### config.mk
export PLATFORM = sky130hd
export DESIGN_NAME = timer_io
export DESIGN_NICKNAME = d
export VERILOG_FILES = /design/src/rtl/timer_io.sv
export SDC_FILE = /design/constraint.sdc
export NUM_CORES = 1
export LEC_CHECK = 0
export BUFFER_PORTS_ARGS = -buffer_cell sky130_fd_sc_hd__buf_2
export CAP_MARGIN = 10
export CORE_MARGIN = 2
export CORE_UTILIZATION = 45
export DETAILED_ROUTE_END_ITERATION = 8
export GPL_TIMING_DRIVEN = 0
export PLACE_DENSITY = 0.69
export SETUP_SLACK_MARGIN = 0.02
export SLEW_MARGIN = 30
export SYNTH_ARGS = -nofsm -noshare
export SYNTH_HDL_FRONTEND = slang
export SYNTH_SLANG_ARGS = --single-unit
export TNS_END_PERCENT = 30
### constraint.sdc
create_clock -name Clock -period 3.3 [get_ports Clock]
set_clock_uncertainty 0.2 [all_clocks]
set_input_delay 0.66 -clock Clock [delete_from_list [all_inputs] [get_ports Clock]]
set_output_delay 0.66 -clock Clock [all_outputs]
set_load 0.02 [all_outputs]
### src/rtl/timer_io.sv
// Memory-mapped interval timer: programmable 32-bit down-counter with a sticky
// timeout flag, snapshot register and a combinational read-data word.
module timer_io #(
  parameter logic [31:0] PERIOD_RST = 32'd50000000
) (
  input  logic        Clock,
  input  logic        Resetn,
  input  logic        cs,
  input  logic [2:0]  A,
  input  logic        W,
  input  logic [15:0] D,
  output logic [15:0] Q,
  output logic        TO
);

  logic        run, to_flag, cont;
  logic [31:0] count, period, snap;

  logic        run_nx, to_nx, cont_nx;
  logic [31:0] count_nx, period_nx, snap_nx;

  logic wr, wr_status, wr_ctrl, wr_perlo, wr_perhi, wr_snap;
  logic terminal, ctrl_start, ctrl_stop;

  assign wr         = cs & W;
  assign wr_status  = wr && (A == 3'd0);
  assign wr_ctrl    = wr && (A == 3'd1);
  assign wr_perlo   = wr && (A == 3'd2);
  assign wr_perhi   = wr && (A == 3'd3);
  assign wr_snap    = wr && (A == 3'd4);
  assign ctrl_start = wr_ctrl & D[0];
  assign ctrl_stop  = wr_ctrl & D[2];

  // A loaded period of 0 is terminal immediately, so it behaves like 1.
  assign terminal = run && (count <= 32'd1);

  always_comb begin
    run_nx    = run;
    to_nx     = to_flag;
    cont_nx   = cont;
    count_nx  = count;
    period_nx = period;
    snap_nx   = snap;

    if (wr_ctrl)  cont_nx           = D[1];
    if (wr_perlo) period_nx[15:0]   = D;
    if (wr_perhi) period_nx[31:16]  = D;
    if (wr_snap)  snap_nx           = count;

    // Setting the flag beats a simultaneous clearing write.
    if (terminal)       to_nx = 1'b1;
    else if (wr_status) to_nx = 1'b0;

    // Reloads always use the pre-edge period; STOP overrides START.
    if (ctrl_stop) begin
      run_nx = 1'b0;
    end else if (ctrl_start) begin
      count_nx = period;
      run_nx   = 1'b1;
    end else if (terminal) begin
      if (cont_nx) begin
        count_nx = period;
      end else begin
        count_nx = 32'd0;
        run_nx   = 1'b0;
      end
    end else if (run) begin
      count_nx = count - 32'd1;
    end
  end

  always_ff @(posedge Clock) begin
    if (!Resetn) begin
      run     <= 1'b0;
      to_flag <= 1'b0;
      cont    <= 1'b0;
      count   <= 32'd0;
      period  <= PERIOD_RST;
      snap    <= 32'd0;
    end else begin
      run     <= run_nx;
      to_flag <= to_nx;
      cont    <= cont_nx;
      count   <= count_nx;
      period  <= period_nx;
      snap    <= snap_nx;
    end
  end

  always_comb begin
    Q = 16'h0000;
    case (A)
      3'd0:    Q = {14'b0, run, to_flag};
      3'd1:    Q = {13'b0, 1'b0, cont, run};
      3'd2:    Q = period[15:0];
      3'd3:    Q = period[31:16];
      3'd4:    Q = snap[15:0];
      3'd5:    Q = snap[31:16];
      default: Q = 16'h0000;
    endcase
  end

  assign TO = to_flag;

endmodule

==> results.cfg, run 1 <==
[yosys]
synth-edff-count = 0
synth_fp_nets = 673
synth_area_sq_um = 5110
synthTopCellsByArea = dfxtp_1, nand2_1, a21oi_1
synthArstFlopShare_pct = 0
synth_cell_types = 65
syn_inst = 648
synth-main-ff-cell = dfxtp_1
synth_top_area_share_pct = 38.8
ys_warn_count = 0
yosysTopAreaCell = dfxtp_1
ys_seq_area_share_pct = 38.8
avgSynthCellArea_sq_um = 7.89
synth-seq-cells = 99

[placed_design]
place_congestion = 1.04
portBuffers = 36
post_dp_cell_area_sq_um = 5480
dp.cells = 824
dp_hpwl_microns = 14000
pre_cts_ws_ns = -0.351

[worst_setup_path]
timing_worst_setup_path_type = primary input to output pin
crit_required_ns = 2.44
reg2regPathDepth = 8
ff2ff_setup_slack_ns = 0.35
end_kind = output pin
r2r_start = count[0]
cp-start-kind = primary input
arrival_ns = 2.40
crit_fanout = 10
r2r-end = count[28]

[routing]
drt_wl_total_microns = 18700
viasPerCell = 6.34
vias = 5322
wire_per_inst_microns = 22.3
drtIter0Drc = 554
drt_first_pass_iters = 5
ant_nets = 0
drc = 0

[power_and_ir_drop]
powerDensity_nw_per_um2 = 481
p_comb_share_pct = 17.3
power_frac_seq_pct = 44.7
vdd_drop_max_uv = 360
p_int_mw = 1.93
power.leakage_nw = 2.30
p_clk_share_pct = 37.9
switchingPower_mw = 0.852
switching_share_pct = 30.7

[final_layout]
area_growth_pct = 13.0
n_antenna_cell = 0
final_common_cell = nand2_1
final_cell_mix = nand2_1, dfxtp_1, a21oi_1
stdcell_area_sq_um = 5780
finalNetCount = 720
stdcell_count = 840
drive_above_1_share_pct = 12.7

[worst_hold_path]
hp-class = flip-flop to flip-flop
min_delay_path_depth = 2
hp-start = snap[30]
min_to = snap[30]

[sta]
setup_ws_ns = 0.0373
min_period_ns = 3.26
fmax_ghz = 0.306
finalHoldViolCount = 0
slew_headroom_pct = 45.9
rsz0062_at_grt = no
fin_crit_sh_pct = 98.9
setup_violations = 0
slew_viol_final = 0
worst_slew_pin_slew_ns = 0.804

[die]
chipHeight_microns = 111
die_x_microns = 111
die_area_sq_um = 12200
core_region_area_sq_um = 11000
ios = 40
start_util_pct = 46.6
rows = 38

[clock_tree]
cts_tree = built
cts_max_path_buffers = 2
path_clk_slew_ns = 0.07
numCtsBuffers = 9
clock_sinks = 99
worst_skew_pair.late_latency_ns = 0.36
hold_buffers = 0
root_buffer = clkbuf_16
htree_levels = 3
post_cts_buffers = 0

[global_route]
antenna_found_initial = 0
grt_max_degree = 20
grt_pass1_vias = 5047
grt_usage_pct = 30.7
grt_overflow = 0
grt_first_pass_wirelength_microns = 28900

[flow_run]
max-cap-violations = 0

[run_status]
outcome = complete, no violations
stage by stage:
stage               utilization, %  power, mW  hold slack (ns)  TNS, ns
floorplan                        -       1.60            0.233        0
global placement              49.8       1.73            0.244    -3.63
detailed placement            49.9       1.74            0.246    -3.84
CTS                           52.6       2.78            0.256        0
global route                  52.6       2.87            0.275        0
finish                        52.6       2.78            0.256        0
worst max-delay path, cell delays in order:
cell and delay [ns]:
clkbuf_1 0.24, clkbuf_2 0.32, clkdlybuf4s15_2 0.53, mux2i_1 0.36, o22ai_1 0.12, buf_2 0.18
per-layer routing:
| metal | GRT usage (%) | wire [microns] |
|---|---|---|
| met2 | 47.8 | 8460 |
| met1 | 40.9 | 7480 |
| met3 | 7.14 | 1990 |
| met5 | 0 | 0 |
| met4 | 13.0 | 767 |
timing repair:
item                       CTS  global route
resized for setup            5             0
setup endpoints to repair   16             0
hold endpoints to repair     0             0
cell type report:
type / count / area, sq um
repair buffers: 36 / 180
clock inverters: 7 / 62.6
flip-flops and latches: 99 / 1980
plain buffers: 51 / 265
multi-input cells: 491 / 2860
clock buffers: 9 / 225
well taps: 140 / 175
inverters: 7 / 26.3
fillers: 1074 / 5210
cells by family after synthesis:
kind of cell | after synthesis | synth area share (%)
flops | 99 | 38.8
mux | 36 | 7.10
fa+ha+maj | 2 | 0.489
simple gates | 284 | 26.4
compound gates | 167 | 21.4
buf+inv | 58 | 5.48
xor+xnor | 2 | 0.343
synth_stat cells, types with 7 or more instances:
cell and n:
buf_6 7, mux2i_1 34, nor3_1 14, o21ai_0 11, nor4_1 9, nor2_1 22
a21oi_1 73, dfxtp_1 99, o22ai_1 21, nand2_1 164, a22o_1 7, clkbuf_1 35
nand3_1 28, a221o_1 8
sequential cells by signal, summed over array words and instances (netlist names):
signal	flops
count	32
TO	1
run	1
period	32
snap	32
cont	1
worst max-delay path by stage:
stage / from / cells past startpoint / to
3_3_place_gp: A[0] / 6 / Q[3]
4_1_cts: A[0] / 6 / Q[14]
6_report: A[0] / 6 / Q[9]
3_5_place_dp: A[0] / 6 / Q[3]
2_1_floorplan: A[0] / 5 / Q[1]
5_1_grt: A[0] / 6 / Q[3]
power by group through the flow:
stage                     clock network (mW)  logic (mW)  registers (mW)
after global placement                     0       0.463            1.27
after CTS                               1.07       0.469            1.24
after floorplan                            0       0.340            1.26
after detailed placement                   0       0.466            1.27
after global routing                    1.11       0.518            1.25
final                                   1.05       0.482            1.24
Note: power is estimated with default switching activity, not from simulation.
==> run 2: changes to the inputs <==
CORE_ASPECT_RATIO = 0.5   (was unset)
==> run 2 against run 1 <==
  * Global-route usage is 1.8 points higher
  * Clock power increased by 4%
  * Wire length increased by 4.7%
  * Largest cell class unchanged
  * Critical path type unchanged
==> results.cfg, run 2 (synthesized netlist as in run 1, its figures left out) <==
[clock_tree]
cts_max_path_buffers = 2
clock_sinks = 99
path_clk_slew_ns = 0.08
post_cts_buffers = 0
root_buffer = clkbuf_16
numCtsBuffers = 9
htree_levels = 3
cts_tree = built
hold_buffers = 0
worst_skew_pair.late_latency_ns = 0.35

[routing]
wire_per_inst_microns = 23.2
drtIter0Drc = 743
drt_first_pass_iters = 6
ant_nets = 0
drc = 0
drt_wl_total_microns = 19600
viasPerCell = 6.29
vias = 5315

[die]
ios = 40
die_area_sq_um = 12300
chipHeight_microns = 79.4
core_region_area_sq_um = 11000
start_util_pct = 46.3
die_x_microns = 155
rows = 27

[worst_setup_path]
cp-start-kind = primary input
crit_fanout = 10
end_kind = output pin
timing_worst_setup_path_type = primary input to output pin
crit_required_ns = 2.44
critPathSlowestCell = buf_2
cpLargestDelayFamily = buffers and inverters
critPathMaxStageDelay_ns = 0.42
arrival_ns = 2.39
cp_common_cell = buf_2
worstPathCellList = clkbuf_1, clkbuf_2, buf_2, mux2i_1, o22ai_1, buf_2
worst-path-buf-inv = 4

[placed_design]
dp_hpwl_microns = 14800
place_congestion = 1.02
pre_cts_ws_ns = -0.400
portBuffers = 36
dp.cells = 829

[final_layout]
area_growth_pct = 13.3
n_antenna_cell = 0
reg_top3 = count x32, period x32, snap x32
drive_above_1_share_pct = 12.9
n_fill_cell = 1095
finalNetCount = 720
final_cell_mix = nand2_1, dfxtp_1, a21oi_1
stdcell_count = 845
final_common_cell = nand2_1

[global_route]
grt_max_degree = 21
grt_first_pass_wirelength_microns = 29300
grt_usage_pct = 32.5
grt_pass1_vias = 4757
grt_overflow = 0
antenna_found_initial = 0

[run_status]
outcome = complete, no violations

[sta]
setup_ws_ns = 0.0546
fmax_ghz = 0.308
setup_violations = 0
fin_crit_sh_pct = 98.3
slew_viol_final = 0
min_period_ns = 3.25
slew_headroom_pct = 42.9
finalHoldViolCount = 0
rsz0062_at_grt = no
worst_slew_pin_slew_ns = 0.848

[power_and_ir_drop]
power.leakage_nw = 2.31
powerDensity_nw_per_um2 = 487
vdd_drop_max_uv = 305
power.total_mw = 2.82

[flow_run]
max-cap-violations = 0

[worst_hold_path]
hp-class = flip-flop to flip-flop
[run 2: worst reg2reg max path, stage by stage (launching register included)]
cell     delay [ns]
dfxtp_1        0.40
or4_1          0.70
nor4_2         0.38
nand4_1        0.25
nand4_1        0.46
nor2_1         0.22
a221o_1        0.37
[run 2: final timing paths]
| path | startpoint | endpoint | slack [ns] | cells past startpoint |
|---|---|---|---|---|
| worst max-delay path | A[0] | Q[3] | 0.05 | 6 |
| worst min-delay path | snap[31] | snap[31] | 0.26 | 2 |
| worst max register to register | count[24] | count[26] | 0.23 | 6 |
| worst min register to register | snap[31] | snap[31] | 0.26 | 2 |
[run 2: timing repair]
item / 4_1_cts / 5_1_grt
gates resized for setup: 8 / 5
hold endpoints to repair: 0 / 0
setup endpoints to repair: 16 / 7
[run 2: final cells by class]
type                       count  area [sq um]  area share, %
multi-input combinational    491          2860           49.4
sequential                    99          1980           34.2
buffer                        51           263           4.53
clock buffer                   9           225           3.89
tap                          145           181           3.13
timing repair buffer          36           180           3.11
clock inverter                 7          77.6           1.34
inverter                       7          26.3          0.453
[run 2: where the power goes]
group	total [mW]	internal [mW]	switching (mW)
clock network	1.09	0.541	0.551
registers	1.25	1.21	0.0339
logic	0.482	0.181	0.302
total	2.82	1.93	0.887
[run 2: metal layers]
| layer | up-vias | routed length (microns) | part of all wire, % | global-route usage [%] |
|---|---|---|---|---|
| met3 | 29 | 2800 | 14 | 11.7 |
| met1 | 2526 | 9090 | 46 | 49.4 |
| li1 | 2445 | - | - | - |
| met5 | - | 0 | 0 | 0 |
| met2 | 315 | 7440 | 38 | 43.2 |
| met4 | 0 | 261 | 1.3 | 6.67 |
[run 2: through the flow]
step                utilization (%)  instance area, sq um  setup TNS (ns)  hold WS [ns]
floorplan                         -                  5110               0         0.233
global placement               49.6                  5480           -4.98         0.241
detailed placement             49.6                  5480           -4.80         0.249
CTS                            52.4                  5790               0         0.259
global route                   52.5                  5800               0         0.274
finish                         52.5                  5800               0         0.261
